[src/rtl/spi_rd_master.sv]
// Host-side SPI read initiator: sends CMD_RD with DC low, then clocks DATA_BYTES bytes in with DC high.
// Optional per-byte stream outputs (byte_vld_o/byte_data_o) are built only when SPI_RD_BYTE_STREAM_EN is defined.
module spi_rd_master #(
  parameter int         CLK_DIV    = 2,
  parameter int         DATA_BYTES = 7,
  parameter logic [7:0] CMD_RD     = 8'h3b
) (
  input  logic                    clk_i,
  input  logic                    rst_i,
  input  logic                    start_i,
  output logic                    busy_o,
  output logic                    done_o,
  output logic [DATA_BYTES*8-1:0] data_o,
  output logic                    spi_sclk_o,
  output logic                    spi_cs_n_o,
  output logic                    spi_dc_o,
  output logic                    spi_mosi_o,
  input  logic                    spi_miso_i
`ifdef SPI_RD_BYTE_STREAM_EN
  ,
  output logic                    byte_vld_o,
  output logic [7:0]              byte_data_o
`endif
);

  localparam int DIV_W  = $clog2(CLK_DIV);
  localparam int BYTE_W = $clog2(DATA_BYTES + 1);
  localparam logic [DIV_W-1:0]  DIV_LAST  = DIV_W'(CLK_DIV - 1);
  localparam logic [BYTE_W-1:0] BYTE_LAST = BYTE_W'(DATA_BYTES);

  typedef enum logic [1:0] {IDLE, CMD, DATA, HOLD} state_t;

  state_t                  r_state;
  logic [DIV_W-1:0]        r_div;
  logic [2:0]              r_bit;
  logic [BYTE_W-1:0]       r_byte;
  logic [7:0]              r_tx;
  logic [7:0]              r_rx;
  logic [DATA_BYTES*8-1:0] r_shadow;

  logic       w_tick;
  logic [7:0] w_rx_next;

  assign w_tick    = (r_div == DIV_LAST);
  assign w_rx_next = {r_rx[6:0], spi_miso_i};

  always_ff @(posedge clk_i) begin
    if (rst_i) begin
      r_state    <= IDLE;
      r_div      <= '0;
      r_bit      <= '0;
      r_byte     <= '0;
      r_tx       <= '0;
      busy_o     <= 1'b0;
      done_o     <= 1'b0;
      data_o     <= '0;
      spi_sclk_o <= 1'b0;
      spi_cs_n_o <= 1'b1;
      spi_dc_o   <= 1'b0;
      spi_mosi_o <= 1'b0;
`ifdef SPI_RD_BYTE_STREAM_EN
      byte_vld_o  <= 1'b0;
      byte_data_o <= '0;
`endif
    end else begin
      done_o <= 1'b0;
`ifdef SPI_RD_BYTE_STREAM_EN
      byte_vld_o <= 1'b0;
`endif
      case (r_state)
        IDLE: begin
          if (start_i) begin
            busy_o     <= 1'b1;
            spi_cs_n_o <= 1'b0;
            spi_dc_o   <= 1'b0;
            spi_sclk_o <= 1'b0;
            spi_mosi_o <= CMD_RD[7];
            r_tx       <= {CMD_RD[6:0], 1'b0};
            r_div      <= '0;
            r_bit      <= '0;
            r_byte     <= '0;
            r_state    <= CMD;
          end
        end
        CMD, DATA: begin
          if (!w_tick) begin
            r_div <= r_div + 1'b1;
          end else begin
            r_div <= '0;
            if (!spi_sclk_o) begin
              // Rising SCLK: MISO is captured on this same clk edge.
              spi_sclk_o <= 1'b1;
              if (r_state == DATA) begin
                r_rx <= w_rx_next;
                if (r_bit == 3'd7) begin
                  r_shadow[8*r_byte +: 8] <= w_rx_next;
                  r_byte                  <= r_byte + 1'b1;
`ifdef SPI_RD_BYTE_STREAM_EN
                  byte_vld_o  <= 1'b1;
                  byte_data_o <= w_rx_next;
`endif
                end
              end
            end else begin
              // Falling SCLK: the only place MOSI/DC move after T0.
              spi_sclk_o <= 1'b0;
              r_bit      <= r_bit + 1'b1;
              if (r_state == CMD) begin
                if (r_bit == 3'd7) begin
                  spi_dc_o   <= 1'b1;
                  spi_mosi_o <= 1'b0;
                  r_state    <= DATA;
                end else begin
                  spi_mosi_o <= r_tx[7];
                  r_tx       <= {r_tx[6:0], 1'b0};
                end
              end else if (r_bit == 3'd7 && r_byte == BYTE_LAST) begin
                r_state <= HOLD;
              end
            end
          end
        end
        HOLD: begin
          if (!w_tick) begin
            r_div <= r_div + 1'b1;
          end else begin
            r_div      <= '0;
            spi_cs_n_o <= 1'b1;
            spi_dc_o   <= 1'b0;
            busy_o     <= 1'b0;
            done_o     <= 1'b1;
            data_o     <= r_shadow;
            r_state    <= IDLE;
          end
        end
        default: r_state <= IDLE;
      endcase
    end
  end

endmodule

[config.mk]
export PLATFORM = sky130hd
export DESIGN_NAME = spi_rd_master
export DESIGN_NICKNAME = d
export VERILOG_FILES = /design/src/rtl/spi_rd_master.sv
export SDC_FILE = /design/constraint.sdc
export NUM_CORES = 1
export LEC_CHECK = 0
export ABC_CLOCK_PERIOD_IN_PS = 8500
export BUFFER_PORTS_ARGS = -buffer_cell sky130_fd_sc_hd__buf_2
export CAP_MARGIN = 20
export CORE_MARGIN = 2
export CORE_UTILIZATION = 62
export CTS_CLUSTER_SIZE = 24
export DETAILED_ROUTE_END_ITERATION = 10
export MAX_ROUTING_LAYER = met4
export PLACE_DENSITY = 0.9
export RECOVER_POWER = 100
export SLEW_MARGIN = 20
export SYNTH_ARGS = -nofsm -noshare
export SYNTH_HDL_FRONTEND = slang
export SYNTH_SLANG_ARGS = --single-unit
[constraint.sdc]
create_clock -name clk_i -period 8.5 [get_ports clk_i]
set_clock_uncertainty 0.15 [all_clocks]
set_input_delay 2.55 -clock clk_i [delete_from_list [all_inputs] [get_ports clk_i]]
set_output_delay 2.55 -clock clk_i [all_outputs]
set_load 0.02 [all_outputs]
# --- After elaboration in Yosys (flattened, before gate mapping) ---
# Index checks and enable logic that the tools add are counted.
totals:
  output_inout_bits: 62
  regBits: 142
  input_bits: 4
  wordCells: 103
classes:
  n_reduce_logical: 18
  shifts: 2
  n_eq_ne: 16
  mux: 46
  bitwise: 3
  add_sub_neg: 4
op_table:
  columns: ["op", "count"]
  rows:
  - ["56-bit bitwise mux", 1]
  - ["8-bit by 34-bit variable shift with 56-bit output (first input constant)", 1]
  - ["8-bit by 34-bit variable part select with 56-bit output", 1]
  - ["8-bit 2-to-1 mux", 5]
  - ["6-bit negation with 34-bit output", 1]
  - ["6-bit AND reduction", 5]
  - ["3-bit 2-to-1 mux", 7]
  - ["2-bit != test (second input constant)", 9]
  - ["1-bit 2-to-1 mux", 16]
  - ["8-bit one-hot mux with 2 select lines", 1]
  - ["2-bit 2-to-1 mux", 7]
  - ["3-bit one-hot mux with 2 select lines", 2]
  - ["1-bit one-hot mux with 2 select lines", 5]
  - ["5-bit AND reduction", 2]
  - ["3-bit by 1-bit adder with 3-bit output (second input constant)", 2]
  - ["3-bit == test (second input constant)", 2]
  - ["3-bit != test (second input constant)", 2]
  - ["2-bit one-hot mux with 3 select lines", 1]
  - ["3-bit AND reduction", 2]
  - ["2-bit == test (second input constant)", 2]
  - ["4-bit AND reduction", 1]
  - ["2-bit nonzero test", 2]
  - ["2-bit OR reduction", 2]
  - ["1-bit NOT", 3]
  - ["other kinds (7)", 7]

# --- Logic depth before layout (Yosys ltp) ---
depth:
  depth_word: 7
  ltp_mapped: 8
  depth_no_buf: 6

# --- Worst setup path before layout ---
# Ideal clock, no wire load.
synth_path:
  kind: "input to register"
  start: "input port rst_i"
  end: "register r_shadow[0] (enable)"
  cell_stages: 4
  t_arrival_ps: 3887
  required_ps: 7955
  setup_ps: 395
  path_buffers: 1
  path_slack_ps: 4068
  cell_sequence: "clkbuf_1 -> nor2b_1 -> nand4_1 -> nor4_1"
synth_between:
  elab_chain_len: 2
synth_lines:
  columns: ["item", "line", "rtl"]
  rows:
  - ["start, declared", "9", "input logic rst_i,"]
  - ["1-bit NOT (no source line)", null, null]
  - ["6-bit AND reduction (no source line)", null, null]
  - ["end signal, assigned by index", "96", "r_shadow[8*r_byte +: 8] <= w_rx_next;"]
  - ["end, declared", "39", "logic [DATA_BYTES*8-1:0] r_shadow;"]
# Every way passes these cells.
# A chain may end at the register's enable or synchronous reset.

# --- Worst setup path in the final report ---
layout_path:
  start: "input port rst_i"
  end: "register r_shadow[17] (enable)"
# The elaborated chain is that of the path after synthesis.

==> impl_metrics.py <==
metrics = {
    "detailed_routing": {
        "vias": 4017,
        "drtIter0Drc": 231,
        "antenna_left": 0,
        "avgViaCountPerCell": 5.63,
        "wl_mm": 12.0,
        "first_pass_iters": 7,
        "drc": 0,
        "wl_per_cell_um": 16.9,
    },
    "layout": {
        "final_common_cell": "nand2_1",
        "fill_cells": 590,
        "nNetsFinal": 611,
        "antenna_cells": 0,
        "seq_area_sq_um": 3450,
        "drive_gt1_share_pct": 6.77,
        "area_growth_pct": 16.1,
        "final_cell_mix": "nand2_1 (120), dfxtp_1 (78), clkbuf_1 (66)",
        "multiInputGateArea_sq_um": 1910,
    },
    "placed_design": {
        "portBuffers": 65,
        "dp_slack_ps": 3570,
        "place_congestion": 0.898,
        "dp_hpwl_mm": 7.40,
    },
    "sta": {
        "fmax_mhz": 166,
        "hold_viol": 0,
        "slew_violations": 80,
        "setup_tns_ps": 0,
        "slew_headroom_pct": -125,
        "period_share_pct": 70.7,
        "rsz0062_at_grt": "no",
        "finalSetupViolations": 0,
        "min_period_ps": 6010,
        "tightest_slew_ps": 3370,
        "fin_ws_ps": 2490,
    },
    "setup_path": {
        "critPathCaptureType": "flip-flop",
        "path_buf_inv": 2,
        "crit_required_ps": 8550,
        "worstPathArrival_ps": 6060,
        "crit_type": "in2reg",
        "crit_family": "buffers and inverters",
        "startpoint_type": "input pin",
        "crit_chain": "buf_2 -> clkbuf_1 -> nor2b_1 -> nand4_1 -> nor3b_1 -> and2_0",
        "ff2ff_setup_slack_ps": 4910,
        "cp_max_fo": 79,
        "slowest_stage": "clkbuf_1",
        "worst_path_largest_cell_delay_ps": 2370,
    },
    "grt": {
        "grt_pass1_vias": 4081,
        "grt_use_total_pct": 26.6,
        "antenna_found_initial": 0,
        "grt_busiest_layer": "met2",
        "grt_util_met3_pct": 7.52,
        "grt_max_degree": 80,
        "grtUsageMet2_pct": 43.7,
        "grt_pass1_wl_mm": 19.3,
        "met1_usage_pct": 29.5,
        "grt_overflow_total": 0,
    },
    "logic_synthesis": {
        "synthAdderAreaFrac_pct": 3.17,
        "yosysWarningCount": 0,
        "avgSynthCellArea_sq_um": 10.4,
        "synth_seq_cells": 141,
        "syn-num-nets": 551,
        "synth-simple-area-share_pct": 21.1,
        "synthMuxAreaShare_pct": 2.06,
        "synth_area_leaders": "edfxtp_1 (34%), dfxtp_1 (28%), nand2_1 (8.1%)",
        "syn_inst": 533,
        "syn_area_sq_um": 5530,
        "yosys.area.top_type": "edfxtp_1",
        "synth-xor-area-share_pct": 0,
        "yosysTopAreaCellShare_pct": 34.2,
        "ys_seq_area_share_pct": 62.5,
        "ys_types": 40,
        "synth_top_family_by_area": "simple AND/OR/NAND/NOR gates",
        "synth_compound_area_share_pct": 8.24,
    },
    "floorplanning": {
        "dieArea_sq_um": 9690,
        "row_count": 34,
        "die_w_um": 98.4,
        "start_util_pct": 63.7,
        "io_pins": 66,
        "coreArea_sq_um": 8680,
        "chipHeight_um": 98.4,
    },
    "clock_tree": {
        "cts_num_sinks": 141,
        "htreeDepth": 4,
        "cts_tree": "done",
        "root_buffer": "clkbuf_8",
        "clk_latency_ps": 510,
        "path_clk_slew_ps": 60,
        "cts_setup_buffers": 0,
        "cts_resized": 0,
        "clk_path_buf_depth": 2,
        "cts_buffers": 17,
        "hold_buffers": 0,
    },
    "pwr": {
        "leakage_uw": 0.00217,
        "p_per_area_nw_per_um2": 268,
        "vdd_drop_max_v": 0.000192,
        "finalPower_uw": 1720,
    },
    "run": {
        "max-cap-violations": 1,
    },
    "outcome": {
        "outcome": "complete, but fails checks",
        "violations": "max-capacitance violations, max-slew violations",
    },
    "worst_hold_path": {
        "hp-class": "reg2reg",
    },
}
==> cell type report <==
class	instances	share of cell area, %
clock buffers	20	6.94
clock inverters	12	2.49
inverters	12	0.702
multi-input cells	352	29.8
flip-flops and latches	141	53.8
well taps	108	2.10
repair buffers	69	4.19
==> kinds of logic after synthesis <==
family | after synthesis
AND/OR/NAND/NOR | 248
flip-flops | 141
AO/OA/AOI/OAI | 79
buffers and inverters | 40
adder cells (fa/ha/maj) | 14
multiplexers | 11
==> registers in the layout, summed over array words and instances (netlist names) <==
register,cells
busy_o,1
data_o,56
done_o,1
r_bit,3
r_byte,3
r_div,1
r_rx,7
r_shadow,56
r_state,2
r_tx,7
spi_cs_n_o,1
spi_dc_o,1
spi_mosi_o,1
spi_sclk_o,1
==> cells in the mapped netlist (all sizes together) <==
cell,number
nand2,120
dfxtp,78
a21oi,65
edfxtp,63
and2,56
nor2,36
clkbuf,21
ha,14
inv,12
mux2i,8
buf,7
nor2b,7
nor3,7
a311oi,4
nand2b,4
nand3,4
a2111oi,3
and3,3
mux2,3
or4,3
o21ai,2
or3,2
a21boi,1
nand3b,1
nand4,1
nor3b,1
nor4,1
o21a,1
o21ba,1
o21bai,1
o31ai,1
or2b,1
or4b,1
==> worst min-delay path, delay by kind of cell, from the launching register on <==
family	cells	cell delay, ps
DFF	1	310
and+or+nand+nor	1	50
AOI/OAI and AO/OA	1	50
==> final timing paths <==
| check | from | end | depth (start not counted) |
|---|---|---|---|
| worst max-delay path | rst_i | r_shadow[17]$_DFFE_PP_ | 6 |
| worst min-delay path | data_o[35]$_SDFFE_PP0P_ | data_o[35]$_SDFFE_PP0P_ | 2 |
| worst max register to register | r_byte[0]$_SDFFE_PP0P_ | r_shadow[33]$_DFFE_PP_ | 5 |
| worst min register to register | data_o[35]$_SDFFE_PP0P_ | data_o[35]$_SDFFE_PP0P_ | 2 |
==> routing by layer <==
metal  routed length (um)  up-vias
met2                 6150      171
met3                  705       45
li1                     -     1911
met5                    0        -
met4                  473        0
met1                 4710     1890
==> per-stage QoR <==
stage / std cells / hold slack, ps / util, % / area (sq um)
6_report: 714 / 306 / 74.0 / 6420
5_1_grt: 714 / 327 / 74.0 / 6420
3_3_place_gp: 682 / 290 / 68.0 / 5900
3_5_place_dp: 682 / 295 / 68.0 / 5900
4_1_cts: 714 / 304 / 75.0 / 6510
2_1_floorplan: 533 / 292 / - / 5530
==> power by group <==
| part | leakage [uW] | internal, uW | switching [uW] |
|---|---|---|---|
| Sequential | 0.00121 | 729 | 21.3 |
| Combinational | 0.000670 | 85.7 | 132 |
| Clock | 0.000292 | 466 | 288 |
| Total | 0.00217 | 1280 | 441 |
(Power assumes the default switching activity.)
